## src/rtl/dmem_arbiter_pkg.sv

```systemverilog
// Shared types and constants for the data-memory arbiter.
package dmem_arb_pkg;

  localparam int unsigned MEM_DEPTH = 100;
  localparam int unsigned MAX_BURST = 16;
  localparam int unsigned BEAT_W    = 4;
  localparam int unsigned LEN_W     = 5;

  typedef enum logic {
    ST_IDLE,
    ST_DMA
  } state_t;

  typedef enum logic {
    WIN_CPU,
    WIN_DMA
  } winner_t;

endpackage

```

## src/rtl/dmem_arbiter_if.sv

```systemverilog
// CPU, DMA and memory-side signals of the data-memory arbiter.
interface dmem_arbiter_if
  import dmem_arb_pkg::*;
#(
  parameter int unsigned ADDR_W = 32,
  parameter int unsigned DATA_W = 32
);

  // CPU load/store port
  logic              cpu_req;
  logic              cpu_we;
  logic [ADDR_W-1:0] cpu_addr;
  logic [DATA_W-1:0] cpu_wdata;
  logic              cpu_gnt;
  logic [DATA_W-1:0] cpu_rdata;
  logic              cpu_rvalid;
  logic              cpu_err;

  // DMA loader port
  logic              dma_req;
  logic              dma_we;
  logic [ADDR_W-1:0] dma_addr;
  logic [LEN_W-1:0]  dma_len;
  logic [DATA_W-1:0] dma_wdata;
  logic [BEAT_W-1:0] dma_beat;
  logic              dma_gnt;
  logic [DATA_W-1:0] dma_rdata;
  logic              dma_rvalid;
  logic              dma_done;
  logic              dma_err;

  // data_memory strobes
  logic              mem_rd;
  logic              mem_we;
  logic [ADDR_W-1:0] mem_add;
  logic [DATA_W-1:0] mem_data_in;
  logic [DATA_W-1:0] mem_data_out;

  modport slave (
    input  cpu_req, cpu_we, cpu_addr, cpu_wdata,
    output cpu_gnt, cpu_rdata, cpu_rvalid, cpu_err,
    input  dma_req, dma_we, dma_addr, dma_len, dma_wdata,
    output dma_beat, dma_gnt, dma_rdata, dma_rvalid, dma_done, dma_err,
    output mem_rd, mem_we, mem_add, mem_data_in,
    input  mem_data_out
  );

  modport master (
    output cpu_req, cpu_we, cpu_addr, cpu_wdata,
    input  cpu_gnt, cpu_rdata, cpu_rvalid, cpu_err,
    output dma_req, dma_we, dma_addr, dma_len, dma_wdata,
    input  dma_beat, dma_gnt, dma_rdata, dma_rvalid, dma_done, dma_err,
    input  mem_rd, mem_we, mem_add, mem_data_in,
    output mem_data_out
  );

endinterface

```

## src/rtl/dmem_arbiter_burst_ctr.sv

```systemverilog
// Burst bookkeeping: latched base/length, beat index, beat address, last flag.
module dmem_burst_ctr
  import dmem_arb_pkg::*;
#(
  parameter int unsigned ADDR_W = 32
) (
  input  logic              clk,
  input  logic              rst,
  input  logic              load,
  input  logic              adv,
  input  logic              clr,
  input  logic [ADDR_W-1:0] base_in,
  input  logic [LEN_W-1:0]  len_in,
  output logic [BEAT_W-1:0] beat,
  output logic [ADDR_W-1:0] addr,
  output logic              last
);

  logic [ADDR_W-1:0] base_q;
  logic [LEN_W-1:0]  len_q;

  // Beat 0 is issued in the acceptance cycle, so a load leaves the index at 1.
  always_ff @(posedge clk) begin
    if (!rst) begin
      base_q <= '0;
      len_q  <= '0;
      beat   <= '0;
    end else if (clr) begin
      beat <= '0;
    end else if (load) begin
      base_q <= base_in;
      len_q  <= len_in;
      beat   <= BEAT_W'(1);
    end else if (adv) begin
      beat <= beat + BEAT_W'(1);
    end
  end

  assign addr = base_q + ADDR_W'(beat);
  assign last = (LEN_W'(beat) == (len_q - LEN_W'(1)));

endmodule

```

## src/rtl/dmem_arbiter.sv

```systemverilog
// Round-robin arbiter sharing data_memory between the CPU and a burst DMA.
module dmem_arbiter
  import dmem_arb_pkg::*;
#(
  parameter int unsigned ADDR_W    = 32,
  parameter int unsigned DATA_W    = 32,
  parameter int unsigned MEM_DEPTH = dmem_arb_pkg::MEM_DEPTH,
  parameter int unsigned MAX_BURST = dmem_arb_pkg::MAX_BURST
) (
  input  logic          clk,
  input  logic          rst,
  dmem_arbiter_if.slave bus
);

  localparam logic [ADDR_W-1:0] DEPTH_A = ADDR_W'(MEM_DEPTH);
  localparam logic [LEN_W-1:0]  MAXB_L  = LEN_W'(MAX_BURST);

  state_t            state;
  winner_t           last_win;
  logic              dma_we_q;

  logic              in_idle;
  logic              cpu_win;
  logic              dma_win;
  logic              cpu_oob;
  logic              cpu_access;
  logic              len_bad;
  logic [ADDR_W-1:0] dma_cur_addr;
  logic              dma_cur_we;
  logic              dma_oob;
  logic              dma_last;
  logic              dma_access;
  logic              dma_end;
  logic              ctr_load;
  logic              ctr_adv;
  logic              ctr_clr;
  logic [ADDR_W-1:0] ctr_addr;
  logic              ctr_last;

  assign in_idle = (state == ST_IDLE);

  // Winner of this cycle; inside a burst the CPU takes every cycle after a DMA beat.
  always_comb begin
    cpu_win = 1'b0;
    dma_win = 1'b0;
    if (rst) begin
      if (in_idle) begin
        cpu_win = bus.cpu_req && (!bus.dma_req || (last_win == WIN_DMA));
        dma_win = bus.dma_req && !cpu_win;
      end else begin
        cpu_win = bus.cpu_req && (last_win == WIN_DMA);
        dma_win = !cpu_win;
      end
    end
  end

  assign cpu_oob    = (bus.cpu_addr >= DEPTH_A);
  assign cpu_access = cpu_win && !cpu_oob;

  // In IDLE the beat-0 parameters come straight from the request.
  assign len_bad      = in_idle && ((bus.dma_len == '0) || (bus.dma_len > MAXB_L));
  assign dma_cur_addr = in_idle ? bus.dma_addr : ctr_addr;
  assign dma_cur_we   = in_idle ? bus.dma_we : dma_we_q;
  assign dma_last     = in_idle ? (bus.dma_len == LEN_W'(1)) : ctr_last;
  assign dma_oob      = (dma_cur_addr >= DEPTH_A);
  assign dma_access   = dma_win && !len_bad && !dma_oob;
  assign dma_end      = dma_win && (len_bad || dma_oob || dma_last);

  assign ctr_load = in_idle && dma_win && !dma_end;
  assign ctr_adv  = !in_idle && dma_win && !dma_end;
  assign ctr_clr  = !in_idle && dma_end;

  dmem_burst_ctr #(
    .ADDR_W (ADDR_W)
  ) u_burst_ctr (
    .clk     (clk),
    .rst     (rst),
    .load    (ctr_load),
    .adv     (ctr_adv),
    .clr     (ctr_clr),
    .base_in (bus.dma_addr),
    .len_in  (bus.dma_len),
    .beat    (bus.dma_beat),
    .addr    (ctr_addr),
    .last    (ctr_last)
  );

  assign bus.cpu_gnt     = cpu_win;
  assign bus.dma_gnt     = dma_win;
  assign bus.mem_rd      = (cpu_access && !bus.cpu_we) || (dma_access && !dma_cur_we);
  assign bus.mem_we      = (cpu_access && bus.cpu_we) || (dma_access && dma_cur_we);
  assign bus.mem_add     = cpu_access ? bus.cpu_addr : (dma_access ? dma_cur_addr : '0);
  assign bus.mem_data_in = cpu_access ? bus.cpu_wdata :
                           (dma_access ? bus.dma_wdata : {DATA_W{1'b0}});

  // FSM, round-robin history and registered responses.
  always_ff @(posedge clk) begin
    if (!rst) begin
      state          <= ST_IDLE;
      last_win       <= WIN_DMA;
      dma_we_q       <= 1'b0;
      bus.cpu_rdata  <= '0;
      bus.cpu_rvalid <= 1'b0;
      bus.cpu_err    <= 1'b0;
      bus.dma_rdata  <= '0;
      bus.dma_rvalid <= 1'b0;
      bus.dma_done   <= 1'b0;
      bus.dma_err    <= 1'b0;
    end else begin
      bus.cpu_rvalid <= cpu_win;
      bus.cpu_err    <= cpu_win && cpu_oob;
      if (cpu_access && !bus.cpu_we) bus.cpu_rdata <= bus.mem_data_out;

      bus.dma_rvalid <= dma_access && !dma_cur_we;
      if (dma_access && !dma_cur_we) bus.dma_rdata <= bus.mem_data_out;
      bus.dma_done   <= dma_end;
      bus.dma_err    <= dma_win && (len_bad || dma_oob);

      if (cpu_win)      last_win <= WIN_CPU;
      else if (dma_win) last_win <= WIN_DMA;

      case (state)
        ST_IDLE: if (dma_win && !dma_end) begin
          state    <= ST_DMA;
          dma_we_q <= bus.dma_we;
        end
        ST_DMA: if (dma_end) state <= ST_IDLE;
        default: state <= ST_IDLE;
      endcase
    end
  end

endmodule

```

## src/flat_wrapper.sv

```systemverilog
// flat-port wrapper written by rule: the top's interface ports become plain ports
module dmem_arbiter_flat import dmem_arb_pkg::*;
#(
  parameter int unsigned ADDR_W    = 32,
  parameter int unsigned DATA_W    = 32,
  parameter int unsigned MEM_DEPTH = dmem_arb_pkg::MEM_DEPTH,
  parameter int unsigned MAX_BURST = dmem_arb_pkg::MAX_BURST
)
  (clk, rst, bus_cpu_req, bus_cpu_we, bus_cpu_addr, bus_cpu_wdata, bus_cpu_gnt, bus_cpu_rdata, bus_cpu_rvalid, bus_cpu_err, bus_dma_req, bus_dma_we, bus_dma_addr, bus_dma_len, bus_dma_wdata, bus_dma_beat, bus_dma_gnt, bus_dma_rdata, bus_dma_rvalid, bus_dma_done, bus_dma_err, bus_mem_rd, bus_mem_we, bus_mem_add, bus_mem_data_in, bus_mem_data_out);
  dmem_arbiter_if #(.ADDR_W(ADDR_W), .DATA_W(DATA_W)) bus_i ();
  input  logic clk;
  input  logic rst;
  input wire logic [$bits(bus_i.cpu_req)-1:0] bus_cpu_req;
  input wire logic [$bits(bus_i.cpu_we)-1:0] bus_cpu_we;
  input wire logic [$bits(bus_i.cpu_addr)-1:0] bus_cpu_addr;
  input wire logic [$bits(bus_i.cpu_wdata)-1:0] bus_cpu_wdata;
  output wire logic [$bits(bus_i.cpu_gnt)-1:0] bus_cpu_gnt;
  output wire logic [$bits(bus_i.cpu_rdata)-1:0] bus_cpu_rdata;
  output wire logic [$bits(bus_i.cpu_rvalid)-1:0] bus_cpu_rvalid;
  output wire logic [$bits(bus_i.cpu_err)-1:0] bus_cpu_err;
  input wire logic [$bits(bus_i.dma_req)-1:0] bus_dma_req;
  input wire logic [$bits(bus_i.dma_we)-1:0] bus_dma_we;
  input wire logic [$bits(bus_i.dma_addr)-1:0] bus_dma_addr;
  input wire logic [$bits(bus_i.dma_len)-1:0] bus_dma_len;
  input wire logic [$bits(bus_i.dma_wdata)-1:0] bus_dma_wdata;
  output wire logic [$bits(bus_i.dma_beat)-1:0] bus_dma_beat;
  output wire logic [$bits(bus_i.dma_gnt)-1:0] bus_dma_gnt;
  output wire logic [$bits(bus_i.dma_rdata)-1:0] bus_dma_rdata;
  output wire logic [$bits(bus_i.dma_rvalid)-1:0] bus_dma_rvalid;
  output wire logic [$bits(bus_i.dma_done)-1:0] bus_dma_done;
  output wire logic [$bits(bus_i.dma_err)-1:0] bus_dma_err;
  output wire logic [$bits(bus_i.mem_rd)-1:0] bus_mem_rd;
  output wire logic [$bits(bus_i.mem_we)-1:0] bus_mem_we;
  output wire logic [$bits(bus_i.mem_add)-1:0] bus_mem_add;
  output wire logic [$bits(bus_i.mem_data_in)-1:0] bus_mem_data_in;
  input wire logic [$bits(bus_i.mem_data_out)-1:0] bus_mem_data_out;
  assign bus_i.cpu_req = bus_cpu_req;
  assign bus_i.cpu_we = bus_cpu_we;
  assign bus_i.cpu_addr = bus_cpu_addr;
  assign bus_i.cpu_wdata = bus_cpu_wdata;
  assign bus_cpu_gnt = bus_i.cpu_gnt;
  assign bus_cpu_rdata = bus_i.cpu_rdata;
  assign bus_cpu_rvalid = bus_i.cpu_rvalid;
  assign bus_cpu_err = bus_i.cpu_err;
  assign bus_i.dma_req = bus_dma_req;
  assign bus_i.dma_we = bus_dma_we;
  assign bus_i.dma_addr = bus_dma_addr;
  assign bus_i.dma_len = bus_dma_len;
  assign bus_i.dma_wdata = bus_dma_wdata;
  assign bus_dma_beat = bus_i.dma_beat;
  assign bus_dma_gnt = bus_i.dma_gnt;
  assign bus_dma_rdata = bus_i.dma_rdata;
  assign bus_dma_rvalid = bus_i.dma_rvalid;
  assign bus_dma_done = bus_i.dma_done;
  assign bus_dma_err = bus_i.dma_err;
  assign bus_mem_rd = bus_i.mem_rd;
  assign bus_mem_we = bus_i.mem_we;
  assign bus_mem_add = bus_i.mem_add;
  assign bus_mem_data_in = bus_i.mem_data_in;
  assign bus_i.mem_data_out = bus_mem_data_out;
  dmem_arbiter #(.ADDR_W(ADDR_W), .DATA_W(DATA_W), .MEM_DEPTH(MEM_DEPTH), .MAX_BURST(MAX_BURST)) u_core (.clk(clk), .rst(rst), .bus(bus_i));
endmodule
```

## config.mk

```make
export PLATFORM = sky130hd
export DESIGN_NAME = dmem_arbiter_flat
export DESIGN_NICKNAME = d
export VERILOG_FILES = /design/src/rtl/dmem_arbiter_pkg.sv /design/src/rtl/dmem_arbiter_if.sv /design/src/rtl/dmem_arbiter_burst_ctr.sv /design/src/rtl/dmem_arbiter.sv /design/src/flat_wrapper.sv
export SDC_FILE = /design/constraint.sdc
export NUM_CORES = 1
export LEC_CHECK = 0
export ABC_AREA = 1
export ABC_CLOCK_PERIOD_IN_PS = 7150
export CELL_PAD_IN_SITES_DETAIL_PLACEMENT = 0
export CELL_PAD_IN_SITES_GLOBAL_PLACEMENT = 1
export CORE_UTILIZATION = 31
export CTS_CLUSTER_DIAMETER = 200
export CTS_CLUSTER_SIZE = 28
export DETAILED_ROUTE_END_ITERATION = 12
export MAX_ROUTING_LAYER = met4
export PLACE_DENSITY_LB_ADDON = 0.1
export RECOVER_POWER = 50
export SYNTH_ARGS = -nofsm -noshare
export SYNTH_HDL_FRONTEND = slang
export SYNTH_SLANG_ARGS = --single-unit
```

## constraint.sdc

```tcl
create_clock -name clk -period 7.15 [get_ports clk]
set_input_delay 1.0725 -clock clk [delete_from_list [all_inputs] [get_ports clk]]
set_output_delay 1.0725 -clock clk [all_outputs]
set_load 0.02 [all_outputs]
```

==> flow_summary.json <==
{
  "place_congestion": 0.897,
  "synth_ff_type": "dfxtp_1",
  "design.portCount": 312,
  "syn-mean-instance-area_um2": 6.25,
  "synth_area_leaders": "dfxtp_1 (32%), nand2_1 (19%), nand3_1 (10%), nor2_1 (7.4%), inv_1 (4.1%)",
  "synth_top_area_share_pct": 31.7,
  "cts_tree": "done",
  "antenna_found_initial": 2,
  "clock_path_buffers": 2,
  "synth_top_family_by_area": "simple AND/OR/NAND/NOR gates",
  "core-area_mm2": 0.0226,
  "totalWireLength_mm": 26.8,
  "reg2reg_to": "u_core.bus.dma_rdata[0]",
  "dr.pass1.iters": 5,
  "rr_worst_depth": 21,
  "clkPwrFrac_pct": 52.4,
  "p_comb_share_pct": 10.1,
  "grt_pass1_vias": 7870,
  "fp.dieH_um": 154,
  "crit_top_cell": "nand2_1",
  "outcome": "complete, but fails checks",
  "clkSinkCount": 113,
  "dp_hpwl_mm": 19.8,
  "grt-ovfl-total": 0,
  "avgRoutedWirePerCell_um": 15.8,
  "syn-cell-area_mm2": 0.00713,
  "drive_above_1_share_pct": 7.86,
  "hold-path-endpoint": "u_core.bus.cpu_rdata[25]",
  "swShare_pct": 25.4,
  "timing.final.max_slew_violations": 33,
  "reg2reg_slack_ns": 2.79,
  "synth-seq-cells": 113,
  "yosysSeqAreaShare_pct": 31.7,
  "fin_skew_ns": 0.0172,
  "final_nets": 1577,
  "grt_max_degree": 78,
  "postCtsSetupRepairBufs": 0,
  "nFillCells": 2379,
  "hp-class": "register to register",
  "synth_async_sr_flop_share_pct": 0,
  "tns_ns": 0,
  "violations": "capacitance limit, slew limit",
  "min-delay-start": "u_core.bus.cpu_rdata[25]",
  "postCtsHoldBufs": 0,
  "drcViolationCount": 0,
  "worstPathRequired_ns": 6.08,
  "synth_edf_count": 0,
  "switching_power_mw": 0.427,
  "critPathMaxStageDelay_ns": 0.62,
  "grt_pass1_wl_mm": 42.1,
  "cts_root_buf": "clkbuf_16",
  "initial_core_util_pct": 31.6,
  "hold_depth": 2,
  "power_density_mw_per_mm2": 159,
  "clk_pin_slew_worst_paths_ns": 0.06,
  "worstPathArrival_ns": 5.02,
  "period_share_pct": 85.2,
  "tightestPinTransition_ns": 1.56,
  "synth.area.mux_share_pct": 0.158,
  "io_buffers": 286,
  "drt_iter0_drc": 328,
  "cpMaxStageDelayCell": "clkdlybuf4s50_1",
  "yosys.area_share.simple_pct": 47.3,
  "worst-path-max-fanout": 42,
  "yosys_warnings": 0,
  "synth_area_leader_cell": "dfxtp_1",
  "leakage_nw": 4.57,
  "clock.fmax_mhz": 164,
  "die_w_um": 154,
  "post-route-util_pct": 47.0,
  "clk_latency_ns": 0.43,
  "drv_cap": 1,
  "finalHoldViolations": 0,
  "internal_power_mw": 1.26,
  "relSlewSlack_pct": -4.17,
  "rsz0062_at_grt": "false",
  "vias_per_cell": 4.72,
  "synth_fa_ha_area_share_pct": 1.33,
  "start_kind": "register",
  "ys_types": 47,
  "rr_startpoint": "u_core.u_burst_ctr.beat[0]",
  "cts_max_level": 4,
  "irDropWorstVdd_v": 0.000184,
  "rows": 55,
  "seqPwrFrac_pct": 37.5,
  "cts_resized": 0,
  "synth_xor_area_share_pct": 1.11,
  "criticalPathCategory": "register to output port",
  "setup.worst_path.end_class": "output port",
  "crit_chain": "ha_1 > inv_1 > fa_1 > inv_1 > nand2_1 > nand2_1 > nand3_1 > nor2_1 > nand2_1 > nand2_1 > nand3_1 > nand2_1 > inv_1 > nor2_1 > nand2_1 > nor2_1 > nand3_1 > nor2_8 > nand2_2 > nand2_1 > clkdlybuf4s50_1",
  "synth_cells": 1141,
  "grt.total_usage_pct": 23.4,
  "synth_compound_area_share_pct": 7.21,
  "cts_buffers": 17,
  "period_minus_slack_ns": 6.09,
  "area_growth_pct": 48.7,
  "die_area_mm2": 0.0236,
  "setup_viol": 0,
  "dr_total_vias": 8013,
  "postRouteAntennaNets": 0
}
[placed cells by master (no fill, tap or decap), types with 2 or more instances in the layout]
| master | count |
|---|---|
| diode_2 | 2 |
| or2_2 | 20 |
| nor2_4 | 4 |
| conb_1 | 25 |
| inv_6 | 6 |
| dlygate4sd3_1 | 75 |
| clkbuf_16 | 17 |
| o21ai_0 | 23 |
| nor3_2 | 10 |
| nor2_1 | 141 |
| clkinv_4 | 3 |
| xor2_1 | 4 |
| inv_2 | 9 |
| bufinv_16 | 2 |
| o21ai_1 | 30 |
| nand4_1 | 15 |
| xnor2_1 | 5 |
| inv_8 | 2 |
| buf_4 | 7 |
| nand3_2 | 3 |
| ha_1 | 6 |
| nor3_1 | 19 |
| nor2_2 | 9 |
| nor4_1 | 4 |
| nand2_2 | 9 |
| dfxtp_1 | 112 |
| nor2_8 | 2 |
| and2_1 | 2 |
| inv_1 | 78 |
| clkdlybuf4s50_1 | 211 |
| a21oi_1 | 37 |
| nand2_1 | 355 |
| nand3_1 | 148 |
[logic make-up (layout without fill, tap and decap cells)]
kind of cell               Yosys count  in the layout
xor gates and xnor gates             9              9
AOI/OAI and AO/OA                   97             97
adders and majority gates            7              7
muxes                                1              1
DFF                                113            113
other                                1             27
buffers and inverters              167            414
and+or+nand+nor                    746            746
[state kept, by name, indices dropped and copies added, names as in the netlist, 4 cells and up, named ones only]
register,cells
u_core.u_burst_ctr.beat,4
u_core.bus.cpu_rdata,32
u_core.u_burst_ctr.base_q,32
u_core.u_burst_ctr.len_q,5
u_core.bus.dma_rdata,32
[cell type report]
| type | count | area, um2 | area share (%) |
|---|---|---|---|
| tap | 285 | 357 | 3.36 |
| antenna | 2 | 5.00 | 0.0472 |
| clock inverter | 15 | 174 | 1.64 |
| multi-input combinational | 885 | 4120 | 38.9 |
| inverter | 88 | 330 | 3.12 |
| sequential | 113 | 2260 | 21.4 |
| clock buffer | 17 | 425 | 4.01 |
| timing repair buffer | 294 | 2920 | 27.5 |
[through the flow]
step	total power [mW]	std cells	setup slack, ns	hold slack, ns	instance area (um2)
after floorplan	0.710	1165	3.06	0.439	7220
after global placement	0.817	1665	1.43	0.448	10000
after detailed placement	0.815	1665	1.40	0.452	10000
after CTS	1.70	1697	1.10	0.463	10600
after global routing	1.74	1699	0.619	0.478	10600
final	1.68	1699	1.06	0.458	10600
[worst max-delay path: cells and delay by family, from the launching register on]
family | cells | cell delay (ns)
adder cells (fa/ha/maj) | 2 | 0.65
AND/OR/NAND/NOR | 15 | 2.63
buffers and inverters | 4 | 0.86
flip-flops | 1 | 0.43
[Yosys cell counts, drive strengths merged (2+ instances only)]
cell    number
nand4       15
nand3      151
buf         47
inv         87
and2         2
nor4         4
nor2       156
clkbuf      32
dfxtp      113
or2         21
nor3        30
xor2         4
o21ai       54
xnor2        5
a21oi       37
ha           6
nand2      365
[worst max path at each step]
stage,startpoint,slack (ns),depth (start not counted),to
after floorplan,u_core.u_burst_ctr.beat[0],3.06,23,bus_mem_we
after global placement,bus_dma_len[2],1.43,17,bus_mem_rd
after detailed placement,bus_dma_len[2],1.40,17,bus_mem_rd
after CTS,u_core.u_burst_ctr.beat[0],1.10,23,bus_mem_rd
after global routing,u_core.u_burst_ctr.beat[0],0.62,21,bus_mem_rd
final,u_core.u_burst_ctr.beat[0],1.06,21,bus_mem_rd
[power by group through the flow]
stage / registers, mW / logic, mW / clock network [mW]
finish: 0.632 / 0.169 / 0.881
global route: 0.632 / 0.182 / 0.931
CTS: 0.632 / 0.170 / 0.900
detailed placement: 0.646 / 0.169 / 0
global placement: 0.646 / 0.171 / 0
floorplan: 0.647 / 0.0628 / 0
[layer usage]
layer | GRT usage (%) | vias to the layer above | wire, um
met4 | 6.14 | 0 | 331
met1 | 29.0 | 3603 | 12200
met3 | 7.41 | 20 | 2120
met2 | 36.4 | 262 | 12200
met5 | - | - | 0
li1 | - | 4128 | -
(Power assumes the default switching activity.)
